## config.mk

```make
export PLATFORM = sky130hd
export DESIGN_NAME = id_ex_reg
export DESIGN_NICKNAME = d
export VERILOG_FILES = /design/src/rtl/id_ex_reg.sv
export SDC_FILE = /design/constraint.sdc
export NUM_CORES = 1
export LEC_CHECK = 0
export CORE_UTILIZATION = 37
export DETAILED_ROUTE_END_ITERATION = 12
export PLACE_DENSITY = 0.82
export SYNTH_ARGS = -nofsm -noshare
export SYNTH_HDL_FRONTEND = slang
export SYNTH_SLANG_ARGS = --single-unit
```

## constraint.sdc

```tcl
create_clock -name clk -period 0.8 [get_ports clk]
set_clock_uncertainty 0.15 [all_clocks]
set_input_delay 0.16 -clock clk [delete_from_list [all_inputs] [get_ports clk]]
set_output_delay 0.16 -clock clk [all_outputs]
set_load 0.005 [all_outputs]
```

## src/rtl/id_ex_reg.sv

```systemverilog
// ID/EX pipeline register: flush-over-stall-over-load, async active-low reset.
// Optional squashed-instruction counter enabled by defining ID_EX_BUBBLE_CNT_EN.
module id_ex_reg #(
    parameter int unsigned DATA_W = 32,
    parameter int unsigned REG_AW = 5
) (
    input  logic              clk,
    input  logic              reset_n,
    input  logic [DATA_W-1:0] RD1D,
    input  logic [DATA_W-1:0] RD2D,
    input  logic [DATA_W-1:0] PCD,
    input  logic [DATA_W-1:0] ImmExtD,
    input  logic [DATA_W-1:0] PCPlus4D,
    input  logic [REG_AW-1:0] Rs1D,
    input  logic [REG_AW-1:0] Rs2D,
    input  logic [REG_AW-1:0] RdD,
    input  logic              RegWriteD,
    input  logic              MemWriteD,
    input  logic              JumpD,
    input  logic              BranchD,
    input  logic              ALUSrcD,
    input  logic [1:0]        ResultSrcD,
    input  logic [2:0]        ALUControlD,
    input  logic              ValidD,
    input  logic              FlushE,
    input  logic              StallE,
    output logic [DATA_W-1:0] RD1E,
    output logic [DATA_W-1:0] RD2E,
    output logic [DATA_W-1:0] PCE,
    output logic [DATA_W-1:0] ImmExtE,
    output logic [DATA_W-1:0] PCPlus4E,
    output logic [REG_AW-1:0] Rs1E,
    output logic [REG_AW-1:0] Rs2E,
    output logic [REG_AW-1:0] RdE,
    output logic              RegWriteE,
    output logic              MemWriteE,
    output logic              JumpE,
    output logic              BranchE,
    output logic              ALUSrcE,
    output logic [1:0]        ResultSrcE,
    output logic [2:0]        ALUControlE,
    output logic              ValidE
`ifdef ID_EX_BUBBLE_CNT_EN
    ,
    output logic [31:0]       BubbleCnt
`endif
);

    logic [DATA_W-1:0] r_rd1;
    logic [DATA_W-1:0] r_rd2;
    logic [DATA_W-1:0] r_pc;
    logic [DATA_W-1:0] r_imm;
    logic [DATA_W-1:0] r_pc4;
    logic [REG_AW-1:0] r_rs1;
    logic [REG_AW-1:0] r_rs2;
    logic [REG_AW-1:0] r_rd;
    logic              r_regwrite;
    logic              r_memwrite;
    logic              r_jump;
    logic              r_branch;
    logic              r_alusrc;
    logic [1:0]        r_resultsrc;
    logic [2:0]        r_aluctrl;
    logic              r_valid;

    logic w_load;

    assign w_load = !FlushE && !StallE;

    // A flush zeroes addresses too, so the bubble can never match a forwarding compare.
    always_ff @(posedge clk or negedge reset_n) begin
        if (!reset_n) begin
            r_rd1       <= '0;
            r_rd2       <= '0;
            r_pc        <= '0;
            r_imm       <= '0;
            r_pc4       <= '0;
            r_rs1       <= '0;
            r_rs2       <= '0;
            r_rd        <= '0;
            r_regwrite  <= 1'b0;
            r_memwrite  <= 1'b0;
            r_jump      <= 1'b0;
            r_branch    <= 1'b0;
            r_alusrc    <= 1'b0;
            r_resultsrc <= '0;
            r_aluctrl   <= '0;
            r_valid     <= 1'b0;
        end else if (FlushE) begin
            r_rd1       <= '0;
            r_rd2       <= '0;
            r_pc        <= '0;
            r_imm       <= '0;
            r_pc4       <= '0;
            r_rs1       <= '0;
            r_rs2       <= '0;
            r_rd        <= '0;
            r_regwrite  <= 1'b0;
            r_memwrite  <= 1'b0;
            r_jump      <= 1'b0;
            r_branch    <= 1'b0;
            r_alusrc    <= 1'b0;
            r_resultsrc <= '0;
            r_aluctrl   <= '0;
            r_valid     <= 1'b0;
        end else if (w_load) begin
            r_rd1       <= RD1D;
            r_rd2       <= RD2D;
            r_pc        <= PCD;
            r_imm       <= ImmExtD;
            r_pc4       <= PCPlus4D;
            r_rs1       <= Rs1D;
            r_rs2       <= Rs2D;
            r_rd        <= RdD;
            r_regwrite  <= RegWriteD;
            r_memwrite  <= MemWriteD;
            r_jump      <= JumpD;
            r_branch    <= BranchD;
            r_alusrc    <= ALUSrcD;
            r_resultsrc <= ResultSrcD;
            r_aluctrl   <= ALUControlD;
            r_valid     <= ValidD;
        end
    end

    assign RD1E        = r_rd1;
    assign RD2E        = r_rd2;
    assign PCE         = r_pc;
    assign ImmExtE     = r_imm;
    assign PCPlus4E    = r_pc4;
    assign Rs1E        = r_rs1;
    assign Rs2E        = r_rs2;
    assign RdE         = r_rd;
    assign RegWriteE   = r_regwrite;
    assign MemWriteE   = r_memwrite;
    assign JumpE       = r_jump;
    assign BranchE     = r_branch;
    assign ALUSrcE     = r_alusrc;
    assign ResultSrcE  = r_resultsrc;
    assign ALUControlE = r_aluctrl;
    assign ValidE      = r_valid;

`ifdef ID_EX_BUBBLE_CNT_EN
    logic [31:0] r_bubble_cnt;
    logic        w_squash;

    assign w_squash = FlushE && ValidD;

    // Saturating: holds at all-ones rather than wrapping back to zero.
    always_ff @(posedge clk or negedge reset_n) begin
        if (!reset_n) begin
            r_bubble_cnt <= '0;
        end else if (w_squash && (r_bubble_cnt != '1)) begin
            r_bubble_cnt <= r_bubble_cnt + 32'd1;
        end
    end

    assign BubbleCnt = r_bubble_cnt;
`endif

endmodule

```

; ---- Word level (Yosys, flattened, before mapping)
; Index checks and enable logic that the tools add are counted.
; W data, S select, Z words.
[word_totals]
rom_bits = 0
reg_bits = 186
mem_bits_rw = 0
output_inout_bits = 186
word_cells = 52
in_bits = 190
latchBits = 0
mem_count = 0
[op_classes]
shifts = 0
eq_ne = 0
div_mod_pow = 0
reduce_logical = 4
magnitude_cmp = 0
muxes = 32
bitwise = 0
add_sub_neg = 0
n_mul = 0
[ops]
columns = cell, n
row1 = $mux W32, 10
row2 = $mux W5, 6
row3 = $mux W1, 12
row4 = $mux W3, 2
row5 = $mux W2, 2
row6 = $logic_not A1 Y1, 2
row7 = $reduce_bool A2 Y1, 1
row8 = $logic_and A1 B1 Y1, 1

; ---- Depth between registers and ports, before layout
[depth]
depth_word = 4
mapped_depth = 5
depth_no_buf = 2

; ---- Worst setup path before layout
; OpenSTA, ideal clock, no wires.
[synth_path]
path_type = input port to flip-flop
start = input StallE
end = register r_rd2[10], in the netlist RD2E[10]
setup_time_ps = 132
required_time_ps = 518
slack_ps = -304
n_path_buf = 3
t_arrival_ps = 822
cell_stages = 5
path_cell_list = buf_4 buf_6 buf_8 mux2i_1 nor2_1
[synth_via]
elab_chain_len = 3
[synth_rtl]
columns = item, line_no
row1 = start: declaration, 26  ; input logic StallE,
row2 = $logic_not A1 Y1, 68  ; assign w_load = !FlushE && !StallE;
row3 = $logic_and A1 B1 Y1, 68
row4 = $reduce_bool A2 Y1 (no line), n/a
row5 = end signal: assignment, 74  ; r_rd2 <= '0;
row6 = end signal: assignment, 91  ; r_rd2 <= '0;
row7 = end signal: assignment, 108  ; r_rd2 <= RD2D;
row8 = end: declaration, 50  ; logic [DATA_W-1:0] r_rd2;
; No other way between the ends.
; A chain may end at the register's enable or synchronous reset.

; ---- Worst setup path in the final report
[layout_path]
start = register r_rd1[7], in the netlist RD1E[7]
end = output RD1E[7]
[layout_lines]
columns = item, line_no
row1 = start: declaration, 49  ; logic [DATA_W-1:0] r_rd1;
row2 = start signal: assignment, 73  ; r_rd1 <= '0;
row3 = start signal: assignment, 90  ; r_rd1 <= '0;
row4 = start signal: assignment, 107  ; r_rd1 <= RD1D;
row5 = end: declaration, 27  ; output logic [DATA_W-1:0] RD1E,
; No word-level cell between the ends.

==> results.cfg <==
[die]
die_span_x_um = 145.2
io_pins = 376
initial_core_util_pct = 38.33
core-area_sq_um = 19780
die_height_um = 145.2
fp.dieArea_sq_um = 21070
placementRows = 51

[sta]
maxSlewViolCount = 0
finalSetupTns_ns = -104.21
period_share_pct = 160.5
period_needed_ns = 1.284
worst_slew_pin_slew_ns = 0.2986
unrepaired_setup_endpoints_after_global_routing = true
max_freq_mhz = 778.6
number_of_failing_setup_endpoints_in_the_final_timing_report = 372
finalHoldViolCount = 186
slew-limit-headroom_pct = 80.09
fin_hold_ws_ns = -0.5428
finalWorstSetupSlack_ns = -0.4843

[routing]
dr_total_vias = 6415
postRouteWirelength_mm = 24.33
maxUsedRoutingLayer = met4
final_antenna_net_count = 0
initialDrtViolationCount = 199
post_drt_wl_per_cell_um = 17.49
route.met2.wl_mm = 12.61
vias_per_std_cell = 4.612
drc = 0
wl_met3_mm = 1.314
met1_length_mm = 9.784
detail_route.first_pass.iterations = 6

[critical_path]
cp_max_fo = 2
critPathTopFamily = flip-flops
crit_end_element = primary output
cp_data_required_time_ns = 0.49
timing_worst_setup_path_type = reg -> out
worstPathArrival_ns = 0.97
critical_path_buf_inv_count = 1
path_cells = buf_2
crit_slowest_cell = sky130_fd_sc_hd__dfrtp_1
timing.critical_path.from_type = register
cp_slowest_stage_delay_ns = 0.39

[clocking]
clock_tree_root = sky130_fd_sc_hd__clkbuf_16
clock_latency_ns = 0.43
cts_buffers = 17
htreeDepth = 4
clock_tree.buffer_depth = 2
clock_edge_transition_at_the_registers_on_the_reported_setup_and_hold_paths_ns = 0.07
tritoncts_num_sinks = 186
cts_tree = built

[flow_run]
max-cap-violations = 0

[grt]
grt_remaining_overflow = 0
grt_use_total_pct = 23.09
grt_pass1_vias = 6752
grt_max_degree = 34
global_route_wire_length_before_repair_mm = 37.63
number_of_antenna_violations_at_the_first_check_in_global_routing = 0

[placed_design]
place.detailed.hpwl_mm = 17.67
placedInstanceArea_sq_um = 12190
routability_congestion = 0.8182
placement.io_buffers = 375

[cells_and_area]
num-fill-cells = 1564
drive_above_1_share_pct = 34.55
num_antenna_cells = 0
design.final.nets = 1303
synthToLayoutAreaGrowth_pct = 65.96
postLayoutCellArea_sq_um = 12580

[synthesis]
synthDominantAreaCellType = sky130_fd_sc_hd__dfrtp_1
yosys.cell_types.count = 9
proportion_of_register_bits_with_asynchronous_set_or_reset_after_synthesis_pct = 100.0
dominant_cells_by_area_after_synthesis = sky130_fd_sc_hd__dfrtp_1 (61%), sky130_fd_sc_hd__mux2i_1 (25%), sky130_fd_sc_hd__nor2_1 (9.2%), sky130_fd_sc_hd__buf_8 (3.0%), sky130_fd_sc_hd__buf_2 (0.79%)
synth-seq-area-share_pct = 61.39
synth_top_cells_by_count = sky130_fd_sc_hd__dfrtp_1 (186), sky130_fd_sc_hd__mux2i_1 (186), sky130_fd_sc_hd__nor2_1 (186), sky130_fd_sc_hd__buf_8 (15), sky130_fd_sc_hd__buf_2 (12)
flop_and_latch_count_out_of_synthesis = 186
post_synth_inst_count = 600
netlist.area_leader.share_pct = 61.39
mapped_nets = 790
avg_inst_size_synth_sq_um = 12.64
post_synth_instance_area_sq_um = 7582
yosys_warnings = 0
number_of_enable_type_register_cells_in_the_synthesized_netlist = 0
ys_dominant_reg_cell = sky130_fd_sc_hd__dfrtp_1

[run_status]
failed_checks = hold timing, setup timing
result_of_the_run = finished with violations

[hold_path]
classification_of_the_worst_slack_hold_path = in -> async

[power]
fin_total_pwr_uw = 22620
power_leakage_uw = 0.006809
pwr_density_cell_nw_per_um2 = 1798
peakVddDrop_uv = 1403
## per-layer routing
layer	track usage, %	vias up
met5	0	-
met4	8.842	0
met3	5.849	42
met2	40.50	221
met1	27.03	3136
li1	-	3016
## per-stage QoR
step | worst slack (ns) | std cells | util (%)
final | -0.4843 | 1391 | 63.61
after detailed placement | -0.4026 | 1285 | 61.64
after global routing | -0.5268 | 1391 | 63.61
after global placement | -0.3756 | 1285 | 61.64
after floorplan | -0.2398 | 600 | -
after CTS | -0.5035 | 1356 | 61.47
## worst paths after layout
check / cells past startpoint / slack [ns] / to / from
min in group clk: 3 / 0.01 / RD1E[5]$_DFFE_PN0P_ / FlushE
min reg2reg: 2 / 0.37 / MemWriteE$_DFFE_PN0P_ / MemWriteE$_DFFE_PN0P_
max: 1 / -0.48 / RD1E[7] / RD1E[7]$_DFFE_PN0P_
max in group asynchronous: 2 / 0.57 / RD2E[29]$_DFFE_PN0P_ / reset_n
min: 1 / -0.54 / PCPlus4E[23]$_DFFE_PN0P_ / reset_n
max reg2reg: 4 / -0.31 / PCPlus4E[30]$_DFFE_PN0P_ / PCPlus4E[30]$_DFFE_PN0P_
## cells by family after synthesis
family / after synthesis / synth area share [%]
mux: 186 / 24.55
flops: 186 / 61.39
buf+inv: 42 / 4.852
simple gates: 186 / 9.208
## state kept, by name, summed over array words and instances, names as in the netlist
signal	flops
ResultSrcE	2
RdE	5
ValidE	1
PCPlus4E	32
BranchE	1
RD2E	32
RD1E	32
MemWriteE	1
RegWriteE	1
JumpE	1
ImmExtE	32
ALUSrcE	1
Rs1E	5
PCE	32
Rs2E	5
ALUControlE	3
## repair_timing
| action | in CTS | in global routing |
|---|---|---|
| pin swaps | 17 | 59 |
| hold endpoints to repair | 187 | 186 |
| endpoints found under the setup margin | 372 | 372 |
| setup buffers | 55 | 60 |
| resized for setup | 744 | 45 |
## report_power, final
group | switching, uW | internal [uW]
Sequential | 278 | 9920
Combinational | 1610 | 2430
Clock | 4060 | 4310
## worst register-to-register path: cells and delay by family (launching register included)
kind / cells / cell delay, ns
buffers and inverters: 2 / 0.22
muxes: 1 / 0.14
and+or+nand+nor: 1 / 0.08
DFF: 1 / 0.40
## final cells by class
type / instances / area (sq um) / share of cell area (%)
timing repair buffer: 536 / 4433 / 35.23
sequential: 186 / 4654 / 36.99
clock inverter: 12 / 117.6 / 0.9347
clock buffer: 20 / 456.7 / 3.629
tap: 265 / 331.6 / 2.635
multi-input combinational: 372 / 2590 / 20.58
## cell usage in the layout (no fill, tap or decap)
cell | netlist | layout
sky130_fd_sc_hd__inv_8 | 0 | 5
sky130_fd_sc_hd__clkbuf_8 | 0 | 2
sky130_fd_sc_hd__mux2i_2 | 0 | 8
sky130_fd_sc_hd__clkinv_4 | 0 | 4
sky130_fd_sc_hd__buf_6 | 1 | 43
sky130_fd_sc_hd__clkbuf_1 | 6 | 1
sky130_fd_sc_hd__buf_4 | 5 | 102
sky130_fd_sc_hd__nor2_1 | 186 | 186
sky130_fd_sc_hd__buf_2 | 12 | 185
sky130_fd_sc_hd__clkbuf_16 | 0 | 17
sky130_fd_sc_hd__dfrtp_1 | 186 | 186
sky130_fd_sc_hd__inv_6 | 0 | 3
sky130_fd_sc_hd__clkdlybuf4s50_1 | 0 | 186
sky130_fd_sc_hd__buf_12 | 0 | 19
sky130_fd_sc_hd__buf_8 | 15 | 1
sky130_fd_sc_hd__mux2i_1 | 186 | 178
(Power assumes the default switching activity.)
